File: src/rtl/bmem_line_adapter.sv
// bmem_line_adapter: arbitrates I/D cache line requests onto 4-beat bmem bursts
// and reassembles returning read bursts into full lines by address match.
module bmem_line_adapter #(
    parameter int BEAT_W = 64,
    parameter int BEATS  = 4
) (
    input  logic                      clk,
    input  logic                      rst,
    input  logic                      i_req,
    input  logic [31:0]               i_addr,
    output logic                      i_resp,
    output logic [BEAT_W*BEATS-1:0]   i_rdata,
    input  logic                      d_req,
    input  logic                      d_we,
    input  logic [31:0]               d_addr,
    input  logic [BEAT_W*BEATS-1:0]   d_wdata,
    output logic                      d_resp,
    output logic [BEAT_W*BEATS-1:0]   d_rdata,
    output logic [31:0]               bmem_addr,
    output logic                      bmem_read,
    output logic                      bmem_write,
    output logic [BEAT_W-1:0]         bmem_wdata,
    input  logic                      bmem_ready,
    input  logic [31:0]               bmem_raddr,
    input  logic [BEAT_W-1:0]         bmem_rdata,
    input  logic                      bmem_rvalid
);
    localparam int LW = BEAT_W * BEATS;
    localparam int CW = $clog2(BEATS);
    localparam logic [CW-1:0] LAST = CW'(BEATS - 1);

    typedef enum logic {IDLE, WR} state_t;

    state_t          state_q, state_d;
    logic [CW-1:0]   wcnt_q, wcnt_d, rcnt_q, rcnt_d;
    logic            rr_q, rr_d, own_q, own_d;
    logic            i_pend_q, i_pend_d, d_pend_q, d_pend_d;
    logic [31:0]     i_aq_q, i_aq_d, d_aq_q, d_aq_d;
    logic [LW-1:0]   buf_q, buf_d, i_rdata_q, i_rdata_d, d_rdata_q, d_rdata_d;
    logic            i_resp_q, i_resp_d, d_resp_q, d_resp_d;

    logic [31:0] i_line, d_line;
    logic        i_el, d_el, pick_d, issue, wr_issue, accept;
    logic        i_hit, d_hit, owner, take;
    logic        unused_addr_bits;

    assign unused_addr_bits = ^{i_addr[4:0], d_addr[4:0]};
    assign i_line   = {i_addr[31:5], 5'b0};
    assign d_line   = {d_addr[31:5], 5'b0};
    assign i_el     = i_req & ~i_pend_q & ~i_resp_q;
    assign d_el     = d_req & ~d_pend_q & ~d_resp_q;
    assign pick_d   = d_el & (~i_el | rr_q);
    assign issue    = (state_q == IDLE) & (i_el | d_el);
    assign wr_issue = issue & pick_d & d_we;
    assign accept   = issue & bmem_ready;
    // Owner is resolved on beat 0 only; D wins when both wait on the same line.
    assign d_hit    = d_pend_q & (bmem_raddr == d_aq_q);
    assign i_hit    = i_pend_q & (bmem_raddr == i_aq_q);
    assign owner    = (rcnt_q == '0) ? d_hit : own_q;
    assign take     = bmem_rvalid & ((rcnt_q != '0) | d_hit | i_hit);

    always_ff @(posedge clk or negedge rst) begin
        if (!rst) begin
            state_q   <= IDLE;
            wcnt_q    <= '0;
            rcnt_q    <= '0;
            rr_q      <= 1'b0;
            own_q     <= 1'b0;
            i_pend_q  <= 1'b0;
            d_pend_q  <= 1'b0;
            i_aq_q    <= '0;
            d_aq_q    <= '0;
            buf_q     <= '0;
            i_rdata_q <= '0;
            d_rdata_q <= '0;
            i_resp_q  <= 1'b0;
            d_resp_q  <= 1'b0;
        end else begin
            state_q   <= state_d;
            wcnt_q    <= wcnt_d;
            rcnt_q    <= rcnt_d;
            rr_q      <= rr_d;
            own_q     <= own_d;
            i_pend_q  <= i_pend_d;
            d_pend_q  <= d_pend_d;
            i_aq_q    <= i_aq_d;
            d_aq_q    <= d_aq_d;
            buf_q     <= buf_d;
            i_rdata_q <= i_rdata_d;
            d_rdata_q <= d_rdata_d;
            i_resp_q  <= i_resp_d;
            d_resp_q  <= d_resp_d;
        end
    end

    always_comb begin
        state_d   = state_q;
        wcnt_d    = wcnt_q;
        rcnt_d    = rcnt_q;
        rr_d      = rr_q;
        own_d     = own_q;
        i_pend_d  = i_pend_q;
        d_pend_d  = d_pend_q;
        i_aq_d    = i_aq_q;
        d_aq_d    = d_aq_q;
        buf_d     = buf_q;
        i_rdata_d = i_rdata_q;
        d_rdata_d = d_rdata_q;
        i_resp_d  = 1'b0;
        d_resp_d  = 1'b0;
        if (accept) begin
            rr_d = ~rr_q;
            if (wr_issue) begin
                state_d = WR;
                wcnt_d  = CW'(1);
            end else if (pick_d) begin
                d_pend_d = 1'b1;
                d_aq_d   = d_line;
            end else begin
                i_pend_d = 1'b1;
                i_aq_d   = i_line;
            end
        end
        if (state_q == WR && bmem_ready) begin
            wcnt_d = wcnt_q + 1'b1;
            if (wcnt_q == LAST) begin
                state_d  = IDLE;
                d_resp_d = 1'b1;
            end
        end
        if (take) begin
            buf_d[rcnt_q*BEAT_W +: BEAT_W] = bmem_rdata;
            rcnt_d = rcnt_q + 1'b1;
            own_d  = owner;
            if (rcnt_q == LAST) begin
                if (owner) begin
                    d_pend_d  = 1'b0;
                    d_rdata_d = buf_d;
                    d_resp_d  = 1'b1;
                end else begin
                    i_pend_d  = 1'b0;
                    i_rdata_d = buf_d;
                    i_resp_d  = 1'b1;
                end
            end
        end
    end

    // Issue outputs are combinational, so they are forced low while reset is held.
    always_comb begin
        bmem_read  = 1'b0;
        bmem_write = 1'b0;
        bmem_addr  = '0;
        bmem_wdata = '0;
        if (rst) begin
            if (state_q == WR) begin
                bmem_write = 1'b1;
                bmem_addr  = d_line;
                bmem_wdata = d_wdata[wcnt_q*BEAT_W +: BEAT_W];
            end else if (issue) begin
                bmem_read  = ~wr_issue;
                bmem_write = wr_issue;
                bmem_addr  = pick_d ? d_line : i_line;
                bmem_wdata = wr_issue ? d_wdata[wcnt_q*BEAT_W +: BEAT_W] : '0;
            end
        end
    end

    assign i_resp  = i_resp_q;
    assign d_resp  = d_resp_q;
    assign i_rdata = i_rdata_q;
    assign d_rdata = d_rdata_q;
endmodule

File: config.mk
export PLATFORM = sky130hd
export DESIGN_NAME = bmem_line_adapter
export DESIGN_NICKNAME = d
export VERILOG_FILES = /design/src/rtl/bmem_line_adapter.sv
export SDC_FILE = /design/constraint.sdc
export NUM_CORES = 1
export LEC_CHECK = 0
export CORE_AREA = 2 2 405 407
export DETAILED_ROUTE_END_ITERATION = 16
export DIE_AREA = 0 0 407 409
export SLEW_MARGIN = 10
export SYNTH_ARGS = -nofsm -noshare
export SYNTH_HDL_FRONTEND = slang
export SYNTH_SLANG_ARGS = --single-unit
File: constraint.sdc
create_clock -name clk -period 4.92 [get_ports clk]
set_clock_uncertainty 0.1 [all_clocks]
set_input_delay 0.492 -clock clk [delete_from_list [all_inputs] [get_ports clk]]
set_output_delay 0.492 -clock clk [all_outputs]
set_load 0.01 [all_outputs]
# == Yosys cells after proc, flatten, opt, wreduce, memory -nomap -nowiden ==
# Index checks and enable logic that the tools add are counted.
# W data, S select, Z words.
# op_classes
eq_ne,4
n_reduce_logical,10
shifts,3
n_mux,43
addsub,3
bitwise,26
# op_table
operator,count
$bwmux W256,1
$mux W64,4
$shift A64 B34 Y256 const A,1
$shiftx A256 B9 Y64,1
$shiftx A64 B34 Y256,1
$mux W32,4
$eq A32 B32 Y1,2
$neg A8 Y34,1
$mux W1,31
$and A1 B1 Y1,12
$reduce_and A3 Y1,4
$not A1 Y1,10
$mux W2,3
$reduce_bool A2 Y1,3
$add A2 B1 Y2 const B,2
$eq A2 B2 Y1 const B,2
$or A1 B1 Y1,4
$logic_not A2 Y1,1
$reduce_and A2 Y1,1
$logic_and A1 B1 Y1,1
# totals
out_inout_bits,612
in_bits,423
regBits,833

# == Depth between registers and ports, before layout ==
# Gate-level depths: netlist of the first run.
# logic_depth
word_depth,13
depth_mapped,10
mapped_depth_nobuf,7

# == Least setup slack after synthesis of the first run ==
# Ideal clock, no wire load.
# synth_path
path_kind,input port to output port
from,input port i_req
to,output port bmem_addr[30]
path_stages,8
arrival_time_ns,2.146
path_buffers,2
slack_ns,2.182
cell_sequence,or3b_2 > o21a_1 > or2_2 > clkbuf_1 > clkbuf_1 > nand2_1 > o21ai_0 > and2_1
# synth_via
elab_chain_cells,9
word_cells_on_any_way,11
# synth_rtl
element,line_no,rtl
"start, declared",9,"input logic i_req,"
$and A1 B1 Y1 (*) (2 in series),50,assign i_el = i_req & ~i_pend_q & ~i_resp_q;
$not A1 Y1,52,assign pick_d = d_el & (~i_el | rr_q);
$or A1 B1 Y1,52,
$and A1 B1 Y1,52,
$mux W32,163,bmem_addr = pick_d ? d_line : i_line;
$mux W32 (*),160,end else if (issue) begin
$mux W32 (*),156,if (state_q == WR) begin
$mux W32 (*),155,if (rst) begin
"end, declared",19,"output logic [31:0] bmem_addr,"
# Every way passes the cells marked *; elsewhere a longest branch is shown, timed or not.

# == Worst setup path in the final report of the first run ==
# layout_path
from,register i_pend_q
to,output port bmem_addr[30]
# layout_via
elab_chain_cells,10
word_cells_on_any_way,12
# layout_rtl
element,line_no,rtl
"start, declared",37,"logic i_pend_q, i_pend_d, d_pend_q, d_pend_d;"
"start signal, assigned",84,i_pend_q <= i_pend_d;
$not A1 Y1 (*),50,
$and A1 B1 Y1 (*) (2 in series),50,
$not A1 Y1,52,
$or A1 B1 Y1,52,
$and A1 B1 Y1,52,
$mux W32,163,
$mux W32 (*),160,
$mux W32 (*),156,
$mux W32 (*),155,
# Marks and branches as above.

==> results of run 1 <==
per-stage QoR:
step / util, % / setup slack [ns] / power (µW) / hold WS [ns]
3_5_place_dp: 30.8 / 0.828 / 18800 / 0.373
6_report: 32.9 / 0.546 / 25900 / 0.243
5_1_grt: 32.9 / 0.469 / 27300 / 0.259
3_3_place_gp: 30.8 / 0.839 / 18600 / 0.368
2_1_floorplan: - / 2.18 / 14200 / 0.0964
4_1_cts: 32.8 / 0.547 / 26300 / 0.212
state kept, by name, summed over array words and instances, names as in the netlist:
| register | flops |
|---|---|
| d_rdata | 256 |
| d_aq_q | 27 |
| rcnt_q | 2 |
| own_q | 1 |
| d_resp | 1 |
| i_resp | 1 |
| i_pend_q | 1 |
| rr_q | 1 |
| buf_q | 249 |
| state_q | 1 |
| i_rdata | 256 |
| wcnt_q | 2 |
| d_pend_q | 1 |
| i_aq_q | 27 |
synthesized netlist by cell type, drive strengths merged:
library cell and number:
o2bb2ai 45, clkbuf 105, a31oi 3, or2 1, nor3 4, a32o 1
and4 1, nand3 47, mux4 64, ha 6, or3b 1, nand2b 3
a22o 1, nor4b 1, a21oi 3, xnor2 40, nor3b 2, nor4 6
nor2 6, a211oi 1, a22oi 26, and2 2, nand2 271, inv 255
or4 3, dfrtp 826, o21a 2, nand4 25, and3 1, buf 89
nand3b 1, mux2 710, xor2 16, o22ai 1, o32a 7, conb 1
nor2b 91, o211a 1, o21ai 315
cell type report:
| class | count | area (µm²) | share of cell area, % |
|---|---|---|---|
| Clock inverter | 32 | 464 | 0.871 |
| Timing Repair Buffer | 1085 | 10900 | 20.5 |
| Clock buffer | 141 | 2770 | 5.19 |
| Sequential cell | 826 | 20700 | 38.8 |
| Multi-Input combinational cell | 1713 | 14700 | 27.5 |
| Inverter | 255 | 957 | 1.80 |
| Antenna cell | 41 | 103 | 0.192 |
| Tap cell | 2175 | 2720 | 5.10 |
power breakdown:
group          internal, µW  leakage [µW]  switching (µW)
clock                  4240       0.00158            3060
combinational          4070        0.0100            4890
sequential             8610        0.0113            1010
worst reg2reg max path, stage by stage, from the launching register on:
cell	delay (ns)
dfrtp_1	0.39
xnor2_1	0.32
nand4_1	0.21
or4_1	0.69
nor2_4	0.25
o211a_4	0.46
buf_12	0.27
buf_12	0.29
mux2_1	0.38
how the worst max path moves through the flow:
stage | startpoint | end | cells past startpoint
global route | i_pend_q | bmem_addr[30] | 6
detailed placement | bmem_raddr[6] | i_rdata[108] | 9
floorplan | i_req | bmem_addr[30] | 8
global placement | bmem_raddr[6] | i_rdata[108] | 9
CTS | i_pend_q | bmem_addr[30] | 6
finish | i_pend_q | bmem_addr[30] | 6
cells in the final DEF, fill, tap and decap left out, drive strengths merged, types with 4 or more instances in the layout:
cell type / netlist / final
conb: 1 / 5
nand3: 47 / 47
dfrtp: 826 / 826
clkbuf: 105 / 141
o21ai: 315 / 315
nand2: 271 / 271
a22oi: 26 / 26
nand4: 25 / 25
inv: 255 / 258
mux2: 710 / 710
bufinv: 0 / 6
xnor2: 40 / 40
nor3: 4 / 4
clkinv: 0 / 21
ha: 6 / 6
diode: 0 / 41
nor4: 6 / 6
o32a: 7 / 7
clkdlybuf4s50: 0 / 1016
nor2: 6 / 6
nor2b: 91 / 91
o2bb2ai: 45 / 45
mux4: 64 / 64
buf: 89 / 68
xor2: 16 / 16
kinds of logic (layout without fill, tap and decap cells):
family | Yosys count | after routing
adder cells (fa/ha/maj) | 6 | 6
multiplexers | 774 | 774
other | 1 | 46
XOR/XNOR | 56 | 56
AO/OA/AOI/OAI | 406 | 406
AND/OR/NAND/NOR | 466 | 466
flip-flops | 826 | 826
buffers and inverters | 449 | 1513
metal layers:
layer / vias up / global-route usage (%) / wire length, µm
li1: 12306 / - / -
met1: 14399 / 23.6 / 67400
met2: 964 / 32.5 / 82000
met3: 260 / 7.98 / 16200
met4: 24 / 10.3 / 6950
met5: - / 0.0292 / 149
what timing repair did:
item | in CTS | in global routing
setup endpoints to repair | 0 | 0
hold endpoints to repair | 56 | 0
hold buffers | 1 | 0
==> results.tsv, run 1 <==
stage	metric	value	unit
run_status	status	finished clean	
logic_synthesis	synth-adder-area-share	0.201	%
logic_synthesis	synth.mux.area_fraction	25.3	%
worst_hold_path	hold_path.class	in -> async	
timing	fmax	229	MHz
floorplan	die_h	409	µm
critical_path	reg2reg_setup_slack	1.48	ns
critical_path	worstPathRequired	4.33	ns
critical_path	cp_max_fo	28	
placement	port_buffers	1019	
job	cap_violations	0	
global_route	grt_pass1_vias	28881	
logic_synthesis	synth-simple-area-share	5.89	%
logic_synthesis	synth-xor-area-share	1.31	%
routing	avgViaCountPerCell	4.46	
clock_tree	path_clk_slew	0.06	ns
clock_tree	cts_buffers	94	
logic_synthesis	synth_top_family_by_area	multiplexers	
clock_tree	htreeDepth	3	
global_route	antenna_found_initial	79	
clock_tree	cts_resized	0	
floorplan	die_area	166000	µm²
logic_synthesis	synth_compound_area_share	6.28	%
clock_tree	cts_setup_buffers	0	
critical_path	crit_slowest_cell	or3b_2	
floorplan	num_rows	148	
placement	dpl_cell_area	50000	µm²
timing	period_share	88.9	%
critical_path	crit_chain	or3b_2 -> o21a_1 -> or2_2 -> o21ai_0 -> and2_1 -> clkdlybuf4s50_1	
logic_synthesis	syn_area	37300	µm²
logic_synthesis	synthCells	2984	
global_route	gr-total-overflow	0	
logic_synthesis	synth_top_area_cell	dfrtp_1	
critical_path	cp_num_buf_inv	1	
routing	ant_nets	0	
clock_tree	cts_tree	built	
global_route	grt_max_degree	165	
timing	finalSetupViolCount	0	
final_layout	drive_gt1_share	19.0	%
pwr	powerDensity	485	nW/µm²
timing	max_slew_margin	27.5	%
timing	drv_slew	0	
floorplan	design.core.area	162000	µm²
critical_path	reg2reg_depth	8	
logic_synthesis	yosysWarnings	0	
clock_tree	cts-root-buf	clkbuf_16	
timing	rsz0062_at_grt	false	
timing	period_minus_slack	4.37	ns
logic_synthesis	synth_area_leaders	dfrtp_1, mux2_2, mux2_1	
routing	wire_per_inst	27.6	µm
logic_synthesis	seq_area_frac_synth	55.4	%
timing	tns	0	ns
critical_path	critPathMaxStageDelay	0.59	ns
pwr	peakVddDrop	415	µV
critical_path	critPathTopFamily	simple AND/OR/NAND/NOR gates	
logic_synthesis	synth-seq-cells	826	
placement	hpwl	132000	µm
routing	dr.pass1.iters	5	
final_layout	fin_area	53300	µm²
global_route	grt_usage	20.4	%
final_layout	fillCellCount	16162	
critical_path	crit_arrival	3.78	ns
global_route	grt_pass1_wl	237000	µm
final_layout	area_growth	42.8	%
routing	via_count	27953	
critical_path	reg2reg_from	d_aq_q[6]	
timing	worst_pin_slew	1.09	ns
routing	drtIter0Drc	1751	
logic_synthesis	avgSynthCellArea	12.5	µm²
logic_synthesis	synth_cell_type_count	50	
clock_tree	cts_sinks	826	
floorplan	initial_core_util	23.0	%
critical_path	r2r_end	i_rdata[108]	
placement	gp_congestion	0.969	
timing	finalHoldViolCount	0	
clock_tree	clock_latency	0.70	ns
final_layout	fin_nets	4404	
critical_path	critPathKind	reg -> out	
critical_path	start_kind	flop	
clock_tree	clockBufferDepth	3	
floorplan	die_w	407	µm
routing	drc_errors	0	
final_layout	layoutNonFillerInstCount	6268	
logic_synthesis	synth_top_area_share	55.4	%
pwr	p_leak	0.0229	µW
routing	drt-total-wl	173000	µm
critical_path	endpoint_kind	output pin	
placement	dp.cells	6053	
floorplan	ios	1035	
No activity file was read; power rests on OpenSTA's default activity.
==> run 2, diff against run 1 <==
--- a/config.mk
+++ b/config.mk
@@ -8,6 +8,7 @@
 export CORE_AREA = 2 2 405 407
 export DETAILED_ROUTE_END_ITERATION = 16
 export DIE_AREA = 0 0 407 409
+export PLACE_DENSITY_LB_ADDON = 0.08
 export SLEW_MARGIN = 10
 export SYNTH_ARGS = -nofsm -noshare
 export SYNTH_HDL_FRONTEND = slang
==> results.tsv, run 2 (synthesis gave the netlist of run 1 again) <==
stage	metric	value	unit	change
placement	place_ws	0.837	ns	+0.00858 ns
floorplan	num_rows	148		unchanged
clock_tree	cts_resized	0		unchanged
critical_path	start_kind	flop		
routing	drtIter0Drc	1343		-23%
critical_path	r2r_end	i_rdata[179]		
critical_path	crit_arrival	3.53	ns	-0.25 ns
global_route	grt_usage	21.3	%	+0.94 points
global_route	antenna_found_initial	56		-29%
floorplan	design.core.area	162000	µm²	unchanged
floorplan	die_area	166000	µm²	unchanged
pwr	power.switching	9160	µW	+2.2%
clock_tree	cts_setup_buffers	0		unchanged
routing	drt-total-wl	181000	µm	+4.9%
final_layout	fillCellCount	16464		+1.9%
timing	finalHoldViolCount	0		unchanged
floorplan	ios	1035		unchanged
job	cap_violations	0		unchanged
floorplan	die_w	407	µm	unchanged
final_layout	final_cell_mix	clkdlybuf4s50_1, dfrtp_1, mux2_2		
pwr	peakVddDrop	301	µV	-27%
placement	port_buffers	1019		unchanged
critical_path	critPathKind	reg -> out		
critical_path	endpoint	bmem_addr[30]		
clock_tree	cts_tree	built		
global_route	gr-total-overflow	0		unchanged
final_layout	final_common_cell	clkdlybuf4s50_1		
placement	gp_congestion	0.876		-9.5%
global_route	grt_pass1_wl	248000	µm	+4.7%
pwr	p_leak	0.0230	µW	+0.58%
floorplan	initial_core_util	23.0	%	unchanged
critical_path	worstPathRequired	4.33	ns	about the same
routing	avgViaCountPerCell	4.43		-0.68%
clock_tree	clockBufferDepth	3		unchanged
floorplan	die_h	409	µm	unchanged
critical_path	reg2reg_depth	7		-1
routing	via_count	27742		-0.75%
clock_tree	htreeDepth	3		unchanged
routing	ant_nets	0		unchanged
final_layout	area_growth	43.5	%	
clock_tree	path_clk_slew	0.06	ns	about the same
placement	hpwl	135000	µm	+1.9%
timing	period_share	83.7	%	-5.2 points
critical_path	critPathLaunch	i_resp		
timing	period_minus_slack	4.12	ns	-0.257 ns
critical_path	endpoint_kind	output pin		
timing	max_slew_margin	23.8	%	-3.7 points
timing	finalSetupViolCount	0		unchanged
global_route	grt_pass1_vias	28822		-0.20%
pwr	combPwrFrac	33.9	%	-0.7 points
global_route	grt_max_degree	159		-3.6%
run_status	status	finished clean		
critical_path	cp_max_fo	28		unchanged
pwr	p_sw_share	34.5	%	-0.14 points
clock_tree	clock_latency	0.70	ns	about the same
clock_tree	cts_sinks	826		unchanged
worst_hold_path	hold_path.class	in -> async		
pwr	powerDensity	496	nW/µm²	+2.1%
timing	rsz0062_at_grt	false		
critical_path	reg2reg_setup_slack	1.43	ns	-0.05 ns
pwr	clockPowerShare	30.0	%	+1.8 points
timing	fmax	243	MHz	+6.2%
timing	worst_pin_slew	1.14	ns	+0.0550 ns
clock_tree	cts_buffers	103		+9.6%
timing	drv_slew	0		unchanged
timing	tns	0	ns	unchanged
critical_path	reg2reg_from	d_aq_q[6]		
final_layout	drive_gt1_share	19.1	%	+0.11 points
timing	setup_ws	0.802	ns	+0.257 ns
routing	dr.pass1.iters	5		unchanged
clock_tree	cts-root-buf	clkbuf_16		
routing	wire_per_inst	28.9	µm	+5.0%
pwr	internal_power	17400	µW	+2.9%
final_layout	fin_nets	4405		+0.023%
routing	drc_errors	0		unchanged
pwr	power_frac_seq	36.1	%	-1.1 points
==> run 2: cell count changes in the layout (fill, tap and decap cells not counted), moves of 2 or more <==
cell             previous run  this run
clkdlybuf4s50_1          1016      1018
buf_12                     19        21
clkbuf_8                   24        31
diode_2                    41        23
clkinv_2                   14        16
clkbuf_16                  94       104
buf_4                      48        36
clkbuf_1                   23        27
==> run 2: worst max-delay path, stage by stage, from the launching register on <==
cell             delay (ns)
dfrtp_1                0.49
or3b_2                 0.57
o21a_1                 0.24
or2_2                  0.54
o21ai_0                0.24
and2_1                 0.14
clkdlybuf4s50_1        0.63
==> run 2: worst min path at each step <==
| stage | from | to | slack [ns] | depth (start not counted) |
|---|---|---|---|---|
| floorplan | rst | buf_q[0] | 0.1 | 0 |
| global placement | rst | d_rdata[142] | 0.37 | 1 |
| detailed placement | rst | d_rdata[142] | 0.36 | 1 |
| CTS | rst | d_rdata[138] | 0.15 | 2 |
| global route | rst | i_rdata[142] | 0.21 | 2 |
| finish | rst | i_rdata[142] | 0.21 | 2 |
==> run 2: through the flow <==
step           area [µm²]  total power (µW)  std cells  utilization, %  hold slack, ns
6_report            53600             26600       6263            33.1           0.209
2_1_floorplan       37300             14200       2988               -          0.0964
3_5_place_dp        49900             18900       6045            30.8           0.358
3_3_place_gp        49900             18800       6045            30.8           0.365
5_1_grt             53500             28200       6251            33.0           0.210
4_1_cts             53500             27200       6240            33.0           0.151
==> run 2: power groups by stage <==
stage,Combinational [µW],Sequential (µW),Clock (µW)
6_report,9000,9590,7970
5_1_grt,9810,9830,8540
4_1_cts,9260,9600,8300
3_5_place_dp,9230,9700,0
3_3_place_gp,9190,9650,0
2_1_floorplan,4500,9730,0
==> run 2: per-layer routing <==
metal  track usage, %  share of wire (%)
met2             35.1                 48
met4             7.13                2.7
met1             26.3                 42
met3             6.48                7.5
met5                0              0.023
==> run 2: repair_timing <==
item,CTS,global route
hold buffers,1,0
endpoints found under the setup margin,0,0
hold endpoints to repair,38,0
==> run 2: layout make-up <==
type	count	area [µm²]	share of cell area, %
multi-input combinational	1713	14700	27.4
antenna	23	57.6	0.107
clock buffer	162	3130	5.84
clock inverter	32	444	0.829
timing repair buffer	1077	10900	20.4
inverter	255	957	1.79
sequential	826	20700	38.6
tap	2175	2720	5.08
==> run 3, diff against run 2 <==
--- a/config.mk
+++ b/config.mk
@@ -5,9 +5,9 @@
 export SDC_FILE = /design/constraint.sdc
 export NUM_CORES = 1
 export LEC_CHECK = 0
-export CORE_AREA = 2 2 405 407
+export CORE_AREA = 2 2 409 411
 export DETAILED_ROUTE_END_ITERATION = 16
-export DIE_AREA = 0 0 407 409
+export DIE_AREA = 0 0 411 413
 export PLACE_DENSITY_LB_ADDON = 0.08
 export SLEW_MARGIN = 10
 export SYNTH_ARGS = -nofsm -noshare
==> constraint.sdc (replaced) <==
create_clock -name clk -period 4.25 [get_ports clk]
set_clock_uncertainty 0.1 [all_clocks]
set_input_delay 0.425 -clock clk [delete_from_list [all_inputs] [get_ports clk]]
set_output_delay 0.425 -clock clk [all_outputs]
set_load 0.01 [all_outputs]
==> results.tsv, run 3 (synthesis gave the netlist of run 1 again) <==
stage	metric	value	unit	change
placement	hpwl	138000	µm	+2.4%
routing	ant_nets	0		unchanged
critical_path	critPathMaxStageDelay	0.56	ns	-0.07 ns
routing	avgViaCountPerCell	4.39		-0.83%
routing	drc_errors	0		unchanged
clock_tree	cts_tree	built		
timing	worst_pin_slew	1.06	ns	-0.0813 ns
critical_path	cp_max_fo	15		-46%
pwr	p_total	30900	µW	+16%
placement	gp_congestion	0.918		+4.8%
pwr	internal_power	20300	µW	+16%
routing	drt-total-wl	183000	µm	+1.2%
floorplan	die_w	411	µm	+0.98%
pwr	p_leak	0.0232	µW	+0.59%
timing	period_minus_slack	4.00	ns	
floorplan	num_rows	150		+1.4%
floorplan	ios	1035		unchanged
placement	place_ws	0.344	ns	-0.493 ns
timing	tns	0	ns	unchanged
clock_tree	htreeDepth	3		unchanged
timing	period_share	94.0	%	
floorplan	die_h	413	µm	+0.98%
global_route	gr-total-overflow	0		unchanged
clock_tree	cts_buffers	103		unchanged
final_layout	drive_gt1_share	19.3	%	+0.25 points
placement	dp.cells	6092		+0.78%
clock_tree	cts-root-buf	clkbuf_16		
final_layout	final_common_cell	clkdlybuf4s50_1		
final_layout	final_cell_mix	clkdlybuf4s50_1, dfrtp_1, mux2_2		
clock_tree	clock_latency	0.73	ns	+0.03 ns
pwr	power.switching	10700	µW	+16%
routing	drtIter0Drc	1473		+9.7%
final_layout	final_core_util	32.5	%	-0.57 points
pwr	p_sw_share	34.5	%	about the same
placement	port_buffers	1019		unchanged
final_layout	area_growth	44.4	%	
pwr	peakVddDrop	331	µV	+10%
pwr	power_frac_seq	35.9	%	-0.2 points
critical_path	worstPathRequired	3.72	ns	-0.61 ns
global_route	grt_usage	21.1	%	-0.17 points
final_layout	layoutNonFillerInstCount	6301		+0.61%
floorplan	die_area	170000	µm²	+2.0%
global_route	antenna_found_initial	51		-8.9%
timing	rsz0062_at_grt	false		
critical_path	start_kind	flop		
critical_path	crit_arrival	3.47	ns	-0.06 ns
job	cap_violations	0		unchanged
timing	fmax	250	MHz	
clock_tree	clockBufferDepth	3		unchanged
clock_tree	cts_resized	0		unchanged
global_route	grt_max_degree	134		-16%
pwr	clockPowerShare	30.1	%	about the same
pwr	powerDensity	573	nW/µm²	+16%
critical_path	crit_chain	or3b_2 -> o21a_1 -> a21oi_1 -> nand2b_2 -> buf_12 -> nor2b_1 -> clkdlybuf4s50_1		
worst_hold_path	hold_path.class	in -> reg		
run_status	status	finished clean		
critical_path	cp_num_buf_inv	2		+1
global_route	grt_pass1_vias	28655		-0.58%
critical_path	endpoint_kind	output pin		
timing	max_slew_margin	28.5	%	+4.7 points
final_layout	fin_nets	4423		+0.41%
timing	drv_slew	0		unchanged
critical_path	crit_slowest_cell	or3b_2		
routing	dr.pass1.iters	5		unchanged
critical_path	critPathKind	reg -> out		
timing	finalHoldViolCount	0		unchanged
floorplan	design.core.area	166000	µm²	+2.4%
timing	finalSetupViolCount	0		unchanged
clock_tree	path_clk_slew	0.06	ns	about the same
timing	setup_ws	0.254	ns	-0.549 ns
critical_path	critPathTopFamily	simple AND/OR/NAND/NOR gates		
routing	via_count	27678		-0.23%
global_route	grt_pass1_wl	251000	µm	+1.2%
clock_tree	cts_sinks	826		unchanged
routing	wire_per_inst	29.1	µm	+0.57%
pwr	combPwrFrac	34.0	%	about the same
floorplan	initial_core_util	22.5	%	-0.54 points
run 3: changes by cell type in the layout (fill, tap and decap cells not counted), moves of 2 or more:
cell,previous run,this run
clkbuf_1,27,24
buf_4,36,41
clkinvlp_4,3,1
clkinv_2,16,12
clkbuf_8,31,28
buf_12,21,34
bufinv_16,7,9
run 3: per-layer routing:
layer	vias up	track usage, %	wire [µm]
met3	209	6.22	13200
met1	14302	26.8	78000
li1	12355	-	-
met2	810	35.2	87300
met4	2	5.34	4780
met5	-	0	14
run 3: layout make-up:
cell class | instances | area [µm²]
antenna | 23 | 57.6
clock buffer | 156 | 3080
clock inverter | 29 | 499
fill | 16820 | 112000
inverter | 255 | 957
multi-input combinational | 1713 | 14700
sequential | 826 | 20700
tap | 2204 | 2760
timing repair buffer | 1095 | 11200
run 3: worst paths after layout:
check | slack [ns] | cells past startpoint | to | from
worst min-delay path | 0.31 | 2 | d_aq_q[30] | d_addr[30]
max in group asynchronous | 2.13 | 4 | buf_q[93] | rst
worst max register to register | 0.77 | 8 | d_rdata[4] | rcnt_q[0]
worst max-delay path | 0.25 | 7 | bmem_wdata[49] | i_resp
worst min register to register | 0.38 | 1 | i_rdata[152] | i_rdata[152]
min in group asynchronous | 0.44 | 3 | d_rdata[130] | rst
run 3: through the flow:
stage	hold slack (ns)	instance area, µm²
3_3_place_gp	0.368	50300
5_1_grt	0.268	53900
3_5_place_dp	0.373	50300
2_1_floorplan	0.0294	37300
4_1_cts	0.238	53900
6_report	0.305	53900
run 3: timing repair:
action | 4_1_cts | 5_1_grt
endpoints found under the hold margin | 176 | 0
hold buffers | 1 | 0
setup buffers | 0 | 0
run 3: power groups by stage:
stage | combinational [µW] | sequential (µW) | clock, µW
after floorplan | 5210 | 11300 | 0
after global placement | 10800 | 11200 | 0
after detailed placement | 10800 | 11200 | 0
after CTS | 10800 | 11100 | 9640
after global routing | 11400 | 11400 | 9940
final | 10500 | 11100 | 9290
